**src/rtl/pipelined_adder.sv**
```systemverilog
// Purpose: pipelined ripple-carry add/subtract, one SEG-bit segment rippled per stage, with carry-out and signed overflow.
// Latency: NSTAGE = WIDTH/SEG enabled cycles from in_valid sample to out_valid; one operation per cycle.
// Backpressure: none beyond en; en=0 freezes every register, and results must be taken whenever en=1 and out_valid=1.
module pipelined_adder #(
    parameter int WIDTH = 16,
    parameter int SEG   = 4
) (
    input  logic             clk,
    input  logic             rst,
    input  logic             en,
    input  logic             in_valid,
    input  logic             sub,
    input  logic [WIDTH-1:0] A,
    input  logic [WIDTH-1:0] B,
    input  logic             Cin,
    output logic             out_valid,
    output logic [WIDTH-1:0] Sum,
    output logic             Cout,
    output logic             Ovf
);
    localparam int NSTAGE = WIDTH / SEG;

    // A partial last segment would leave high bits unadded, so refuse to build it.
    if (WIDTH % SEG != 0) begin : g_seg_check
        $error("pipelined_adder: WIDTH must be an integer multiple of SEG");
    end

    // One segment of full-adder cells. Returns {carry into segment MSB, carry out, sum}.
    function automatic logic [SEG+1:0] seg_add(input logic [SEG-1:0] a,
                                               input logic [SEG-1:0] b,
                                               input logic           ci);
        logic [SEG:0]   c;
        logic [SEG-1:0] s;
        c[0] = ci;
        for (int i = 0; i < SEG; i++) begin
            s[i]   = a[i] ^ b[i] ^ c[i];
            c[i+1] = (a[i] & b[i]) | (b[i] & c[i]) | (c[i] & a[i]);
        end
        return {c[SEG-1], c[SEG], s};
    endfunction

    // Subtract is A + ~B + 1; resolved once here so later stages only ever add.
    logic [WIDTH-1:0] w_beff;
    logic             w_c0;
    assign w_beff = sub ? ~B : B;
    assign w_c0   = sub | Cin;

    // Per-stage registers. Operands travel whole words so segment k is k stages late
    // when used; the partial sum travels too, so finished low segments wait for the top.
    logic [WIDTH-1:0] r_a   [NSTAGE];
    logic [WIDTH-1:0] r_b   [NSTAGE];
    logic [WIDTH-1:0] r_sum [NSTAGE];
    logic             r_c   [NSTAGE];
    logic             r_v   [NSTAGE];
    logic             r_cmsb;

    // Stage inputs and stage combinational results.
    logic [WIDTH-1:0] w_in_a   [NSTAGE];
    logic [WIDTH-1:0] w_in_b   [NSTAGE];
    logic [WIDTH-1:0] w_in_sum [NSTAGE];
    logic             w_in_c   [NSTAGE];
    logic             w_in_v   [NSTAGE];
    logic [WIDTH-1:0] w_nsum   [NSTAGE];
    logic             w_cout   [NSTAGE];
    logic             w_cmsb   [NSTAGE];
    logic [SEG-1:0]   w_seg;

    // Route each stage's inputs (stage 0 from the ports) and ripple its own segment.
    always_comb begin
        w_seg       = '0;
        w_in_a[0]   = A;
        w_in_b[0]   = w_beff;
        w_in_sum[0] = '0;
        w_in_c[0]   = w_c0;
        w_in_v[0]   = in_valid;
        for (int s = 1; s < NSTAGE; s++) begin
            w_in_a[s]   = r_a[s-1];
            w_in_b[s]   = r_b[s-1];
            w_in_sum[s] = r_sum[s-1];
            w_in_c[s]   = r_c[s-1];
            w_in_v[s]   = r_v[s-1];
        end
        for (int s = 0; s < NSTAGE; s++) begin
            {w_cmsb[s], w_cout[s], w_seg} = seg_add(w_in_a[s][s*SEG +: SEG],
                                                    w_in_b[s][s*SEG +: SEG],
                                                    w_in_c[s]);
            w_nsum[s]                 = w_in_sum[s];
            w_nsum[s][s*SEG +: SEG]   = w_seg;
        end
    end

    // Advance the whole pipeline on enable; reset wipes in-flight operations.
    always_ff @(posedge clk) begin
        if (rst) begin
            for (int s = 0; s < NSTAGE; s++) begin
                r_a[s]   <= '0;
                r_b[s]   <= '0;
                r_sum[s] <= '0;
                r_c[s]   <= 1'b0;
                r_v[s]   <= 1'b0;
            end
            r_cmsb <= 1'b0;
        end else if (en) begin
            for (int s = 0; s < NSTAGE; s++) begin
                r_a[s]   <= w_in_a[s];
                r_b[s]   <= w_in_b[s];
                r_sum[s] <= w_nsum[s];
                r_c[s]   <= w_cout[s];
                r_v[s]   <= w_in_v[s];
            end
            // Only the last stage's carry into its MSB is the word's carry into bit WIDTH-1.
            r_cmsb <= w_cmsb[NSTAGE-1];
        end
    end

    logic             r_out_v;
    logic [WIDTH-1:0] r_out_sum;
    logic             r_out_c;
    logic             r_out_ovf;

    // Result registers load only on a valid completion, so bubbles leave the last result visible.
    always_ff @(posedge clk) begin
        if (rst) begin
            r_out_v   <= 1'b0;
            r_out_sum <= '0;
            r_out_c   <= 1'b0;
            r_out_ovf <= 1'b0;
        end else if (en) begin
            r_out_v <= r_v[NSTAGE-1];
            if (r_v[NSTAGE-1]) begin
                r_out_sum <= r_sum[NSTAGE-1];
                r_out_c   <= r_c[NSTAGE-1];
                r_out_ovf <= r_cmsb ^ r_c[NSTAGE-1];
            end
        end
    end

    assign out_valid = r_out_v;
    assign Sum       = r_out_sum;
    assign Cout      = r_out_c;
    assign Ovf       = r_out_ovf;

endmodule

```
**config.mk**
```make
export PLATFORM = sky130hd
export DESIGN_NAME = pipelined_adder
export DESIGN_NICKNAME = d
export VERILOG_FILES = /design/src/rtl/pipelined_adder.sv
export SDC_FILE = /design/constraint.sdc
export NUM_CORES = 1
export LEC_CHECK = 0
export BUFFER_PORTS_ARGS = -buffer_cell sky130_fd_sc_hd__buf_2
export CORE_ASPECT_RATIO = 0.5
export CORE_MARGIN = 2
export CORE_UTILIZATION = 56
export DETAILED_ROUTE_END_ITERATION = 6
export PLACE_DENSITY = 0.74
export SKIP_LAST_GASP = 1
export SLEW_MARGIN = 20
export SYNTH_ARGS = -nofsm -noshare
export SYNTH_HDL_FRONTEND = slang
export SYNTH_SLANG_ARGS = --single-unit
export TNS_END_PERCENT = 100
```
**constraint.sdc**
```tcl
create_clock -name clk -period 3.3 [get_ports clk]
set_input_delay 0.165 -clock clk [delete_from_list [all_inputs] [get_ports clk]]
set_output_delay 0.165 -clock clk [all_outputs]
set_load 0.03 [all_outputs]
```
Word level (Yosys, flattened, before mapping) --
Memory sizes are Yosys's and may differ from the RTL's. A register that Yosys moved wholly into a read port is not among the register bits. Index checks and enable logic that the tools add are counted.
Cells by class: equality and inequality tests 0, reductions and logical operators 1, divide/modulo/power cells 0, add/sub/neg operators 0, $mul 0, shift operators 0, bitwise operators 135, muxes and demuxes 26, $lt $le $gt $ge 0
Operators by type and width (count):
- $mux W16 | 13
- $or A1 B1 Y1 | 53
- $and A1 B1 Y1 | 48
- $xor A1 B1 Y1 | 33
- $not A16 Y16 | 1
- $mux W1 | 13
- $reduce_and A2 Y1 | 1
Word-level totals: memory bits (read-only) 0, memories kept 5, register bits after elaboration 4, logic and storage cells 171, input bits 38, output and inout port bits 19, latch bits 0, RAM bits 200
Memory list:
- r_a | depth 4, width 16, rd ports 3, clocked after memory_dff 0, write ports 4, RTL line 50 | logic [WIDTH-1:0] r_a [NSTAGE];
- r_b | depth 4, width 16, rd ports 3, clocked after memory_dff 0, write ports 4, RTL line 51 | logic [WIDTH-1:0] r_b [NSTAGE];
- r_sum | depth 4, width 16, rd ports 4, clocked after memory_dff 1, write ports 4, RTL line 52 | logic [WIDTH-1:0] r_sum [NSTAGE];
- r_c | depth 4, width 1, rd ports 4, clocked after memory_dff 0, write ports 4, RTL line 53 | logic r_c [NSTAGE];
- r_v | depth 4, width 1, rd ports 4, clocked after memory_dff 0, write ports 4, RTL line 54 | logic r_v [NSTAGE];

Logic depth before layout (Yosys ltp) --
depth in word-level cells 15, mapped depth 9, depth with buffers taken out 8

Least setup slack after synthesis --
OpenSTA, ideal clock, no wires.
kind input -> register, start input sub, end memory r_sum[0][3] (data pin), path buffers 2, data required time 3.045 ns, arrival 2.402 ns, cell stages on the path 9, setup slack 0.643 ns, setup time 0.255 ns, path through buf_2 -> buf_4 -> xnor2_1 -> fa_1 -> fa_1 -> fa_1 -> inv_1 -> fa_1 -> and2_1
RTL lines:
- start: declaration | RTL line 12 | input logic sub,
- end: declaration | RTL line 52

==> reports/qor.txt <==
Commonest non-fill, non-tap cell in the layout = edfxtp_1
Area leader, netlist = edfxtp_1
Placed instance area = 5264 um2
Worst Path Class, Setup = register to register
Final Hold Vio Count = 0
Reg2Reg Setup Slack = 0.81 ns
Via count of the first global-routing pass = 2,552
Peak VDD IR = 0.4480 mV
Synth top area cells = edfxtp_1 59%, and2_1 9.5%, dfxtp_1 8.2%
Worst Path Max Fanout = 2
Most frequent cells in the layout = 96 x edfxtp_1, 74 x and2_1, 56 x buf_2
Clock slew at reported path FFs = 0.05 ns
Synthesized cell area = 4891 um2
Final worst path period need = 2.493 ns
Crit path capture type = register
Final HPWL DP = 4.515 mm
Top cell type's share of synthesized area = 58.94%
Fin cells = 537
Synth cell types = 20
Setup violators final = 0
Finished layout cell area = 5887 um2
Worst-Skew Late Latency = 0.41 ns
Outcome = completed
Post-DRT Antenna Nets = 0
CTS buffer count = 17
R2r endpoint = r_sum[3][15]$_SDFFCE_PN0P_
Crit. Startpoint = r_c[2]$_SDFFCE_PN0P_
Worst Path Arrival = 2.65 ns
WL per Instance = 13.56 um
Power Dens Cells = 645.4 nW/um2
Yosys warning count = 0
Number of clock sinks = 116
CTS root buf = clkbuf_16
Met2 WL post-DR = 3.161 mm
Routed vias = 2,551
Seq/Total Area, Yosys = 67.13%
Hold Path Depth = 2
Die Y-Extent = 70.09 um
Largest net degree at the start of global routing = 75
F_max = 401.2 MHz
Port buffer count = 56
R2R depth = 7
Diode count = 0
# IOs = 57
WL met1 = 3.659 mm
Setup repair bufs after CTS = 0
DRT iter0 DRCs = 142
First-pass GRT wire length = 12.48 mm
Skew final = 0.01160 ns
DR top layer = met4
Pleak = 2.414 nW
Placed instance count = 505
Core Rows = 24
Drt total wl = 7.283 mm
Post-CTS Hold Buffers = 0
Core Area = 8588 um2
Syn_nets = 404
H-tree depth = 4
Max-cap check violation count = 0
Avg Cell Area, Syn = 13.97 um2
Share of layout cells above drive strength 1 = 25.48%
RR Startpoint = r_c[2]$_SDFFCE_PN0P_
Overall Global Routing Usage = 17.56%
Type of origin of the critical path = register
RSZ-0062 raised after global routing = false
Tightest Pin Transition = 0.8820 ns
Gr ovfl total = 0
Synth Instances = 350
Register area = 3283 um2
Number of fill cells in the layout = 623
Initial core utilization = 56.95%
Die Footprint = 9543 um2
Hold Crit Start = A[14]
Final worst-path cycle share = 75.54%
DRC = 0
Drt first pass iters = 4
CTS tree = done
GP Congestion = 0.7178
Setup_tns = 0 ns
Chip Width = 136.2 um
Yosys reg bits = 116
Layout Area Growth over Synthesis = 20.36%
Initial antenna violation count = 0
Multi-input logic area = 1429 um2
Post-CTS sizing = 0
Required @ worst endpoint = 3.46 ns
Met3 WL = 439 um
Clk buf depth = 2
Final #Nets = 462
Vias/cell = 4.750
Hold EP = r_a[0][14]$_SDFFCE_PN0P_
Max-slew violations = 0
Worst hold path type = input port to register
Slew HR = 41.20%
-- worst max-delay path by stage --
stage                                 endpoint  cells past startpoint
detailed placement   r_sum[0][3]$_SDFFCE_PN0P_                      8
global route        r_sum[3][15]$_SDFFCE_PN0P_                      7
global placement     r_sum[0][3]$_SDFFCE_PN0P_                      8
finish              r_sum[3][15]$_SDFFCE_PN0P_                      7
CTS                 r_sum[3][15]$_SDFFCE_PN0P_                      7
floorplan            r_sum[0][3]$_SDFFCE_PN0P_                      9
-- cells in the mapped netlist, drive strengths merged --
library cell / n
clkbuf: 11
dfxtp: 20
nor2: 25
buf: 11
nor2b: 1
and2: 74
xnor2: 16
mux2i: 2
nand3: 17
a311oi: 1
or2: 1
xor2: 1
a21bo: 17
fa: 16
nand2b: 1
inv: 22
a21oi: 18
edfxtp: 96
-- cell families (layout without fill, tap and decap cells) --
kind of cell	after synthesis	after routing	synth area share [%]
flops	116	116	67.13
mux	2	2	0.4093
buf+inv	44	114	3.863
fa+ha+maj	16	16	6.549
xor+xnor	17	17	3.044
simple gates	119	119	13.51
compound gates	36	36	5.500
-- metal layers --
layer | global-route usage, % | up-vias
met3 | 7.335 | 4
met5 | 0 | -
li1 | - | 1292
met1 | 25.75 | 1178
met2 | 23.56 | 77
met4 | 6.250 | 0
-- through the flow --
stage                     setup WS [ns]  util [%]  hold slack (ns)  power, mW
after global placement           0.8593     61.29           0.4439      1.968
after detailed placement         0.8045     61.29           0.4471      1.985
final                            0.8073     68.55          0.03678      3.799
after CTS                        0.7870     68.23          0.01898      3.826
after floorplan                  0.6433         -           0.3632      1.906
after global routing             0.7071     68.55          0.02733      3.940
-- sequential cells by signal (all words and copies together), names as in the netlist --
signal,flops
Cout,1
Ovf,1
Sum,16
out_valid,1
r_a,24
r_b,24
r_c,4
r_cmsb,1
r_sum,40
r_v,4
-- where the power goes --
group / total [mW] / switching [mW] / leakage, nW / internal (mW)
clock network: 1.84 / 0.595 / 0.287 / 1.24
logic: 0.231 / 0.133 / 0.911 / 0.0982
registers: 1.73 / 0.0317 / 1.22 / 1.70
total: 3.80 / 0.760 / 2.41 / 3.04
-- critical path, cell delays in order (launching register included) --
cell and delay (ns):
edfxtp_1 0.36, inv_1 0.09, fa_1 0.17, inv_1 0.05, fa_1 0.47, fa_1 0.50, fa_1 0.48, and2_1 0.15
-- cell type report --
cell class / instances / area share [%]
Sequential cell: 116 / 55.77
Multi-Input combinational cell: 190 / 24.27
Clock buffer: 19 / 7.354
Timing Repair Buffer: 61 / 5.951
Clock inverter: 12 / 2.763
Tap cell: 117 / 2.487
Inverter: 22 / 1.403
No activity file was read; power rests on OpenSTA's default activity.
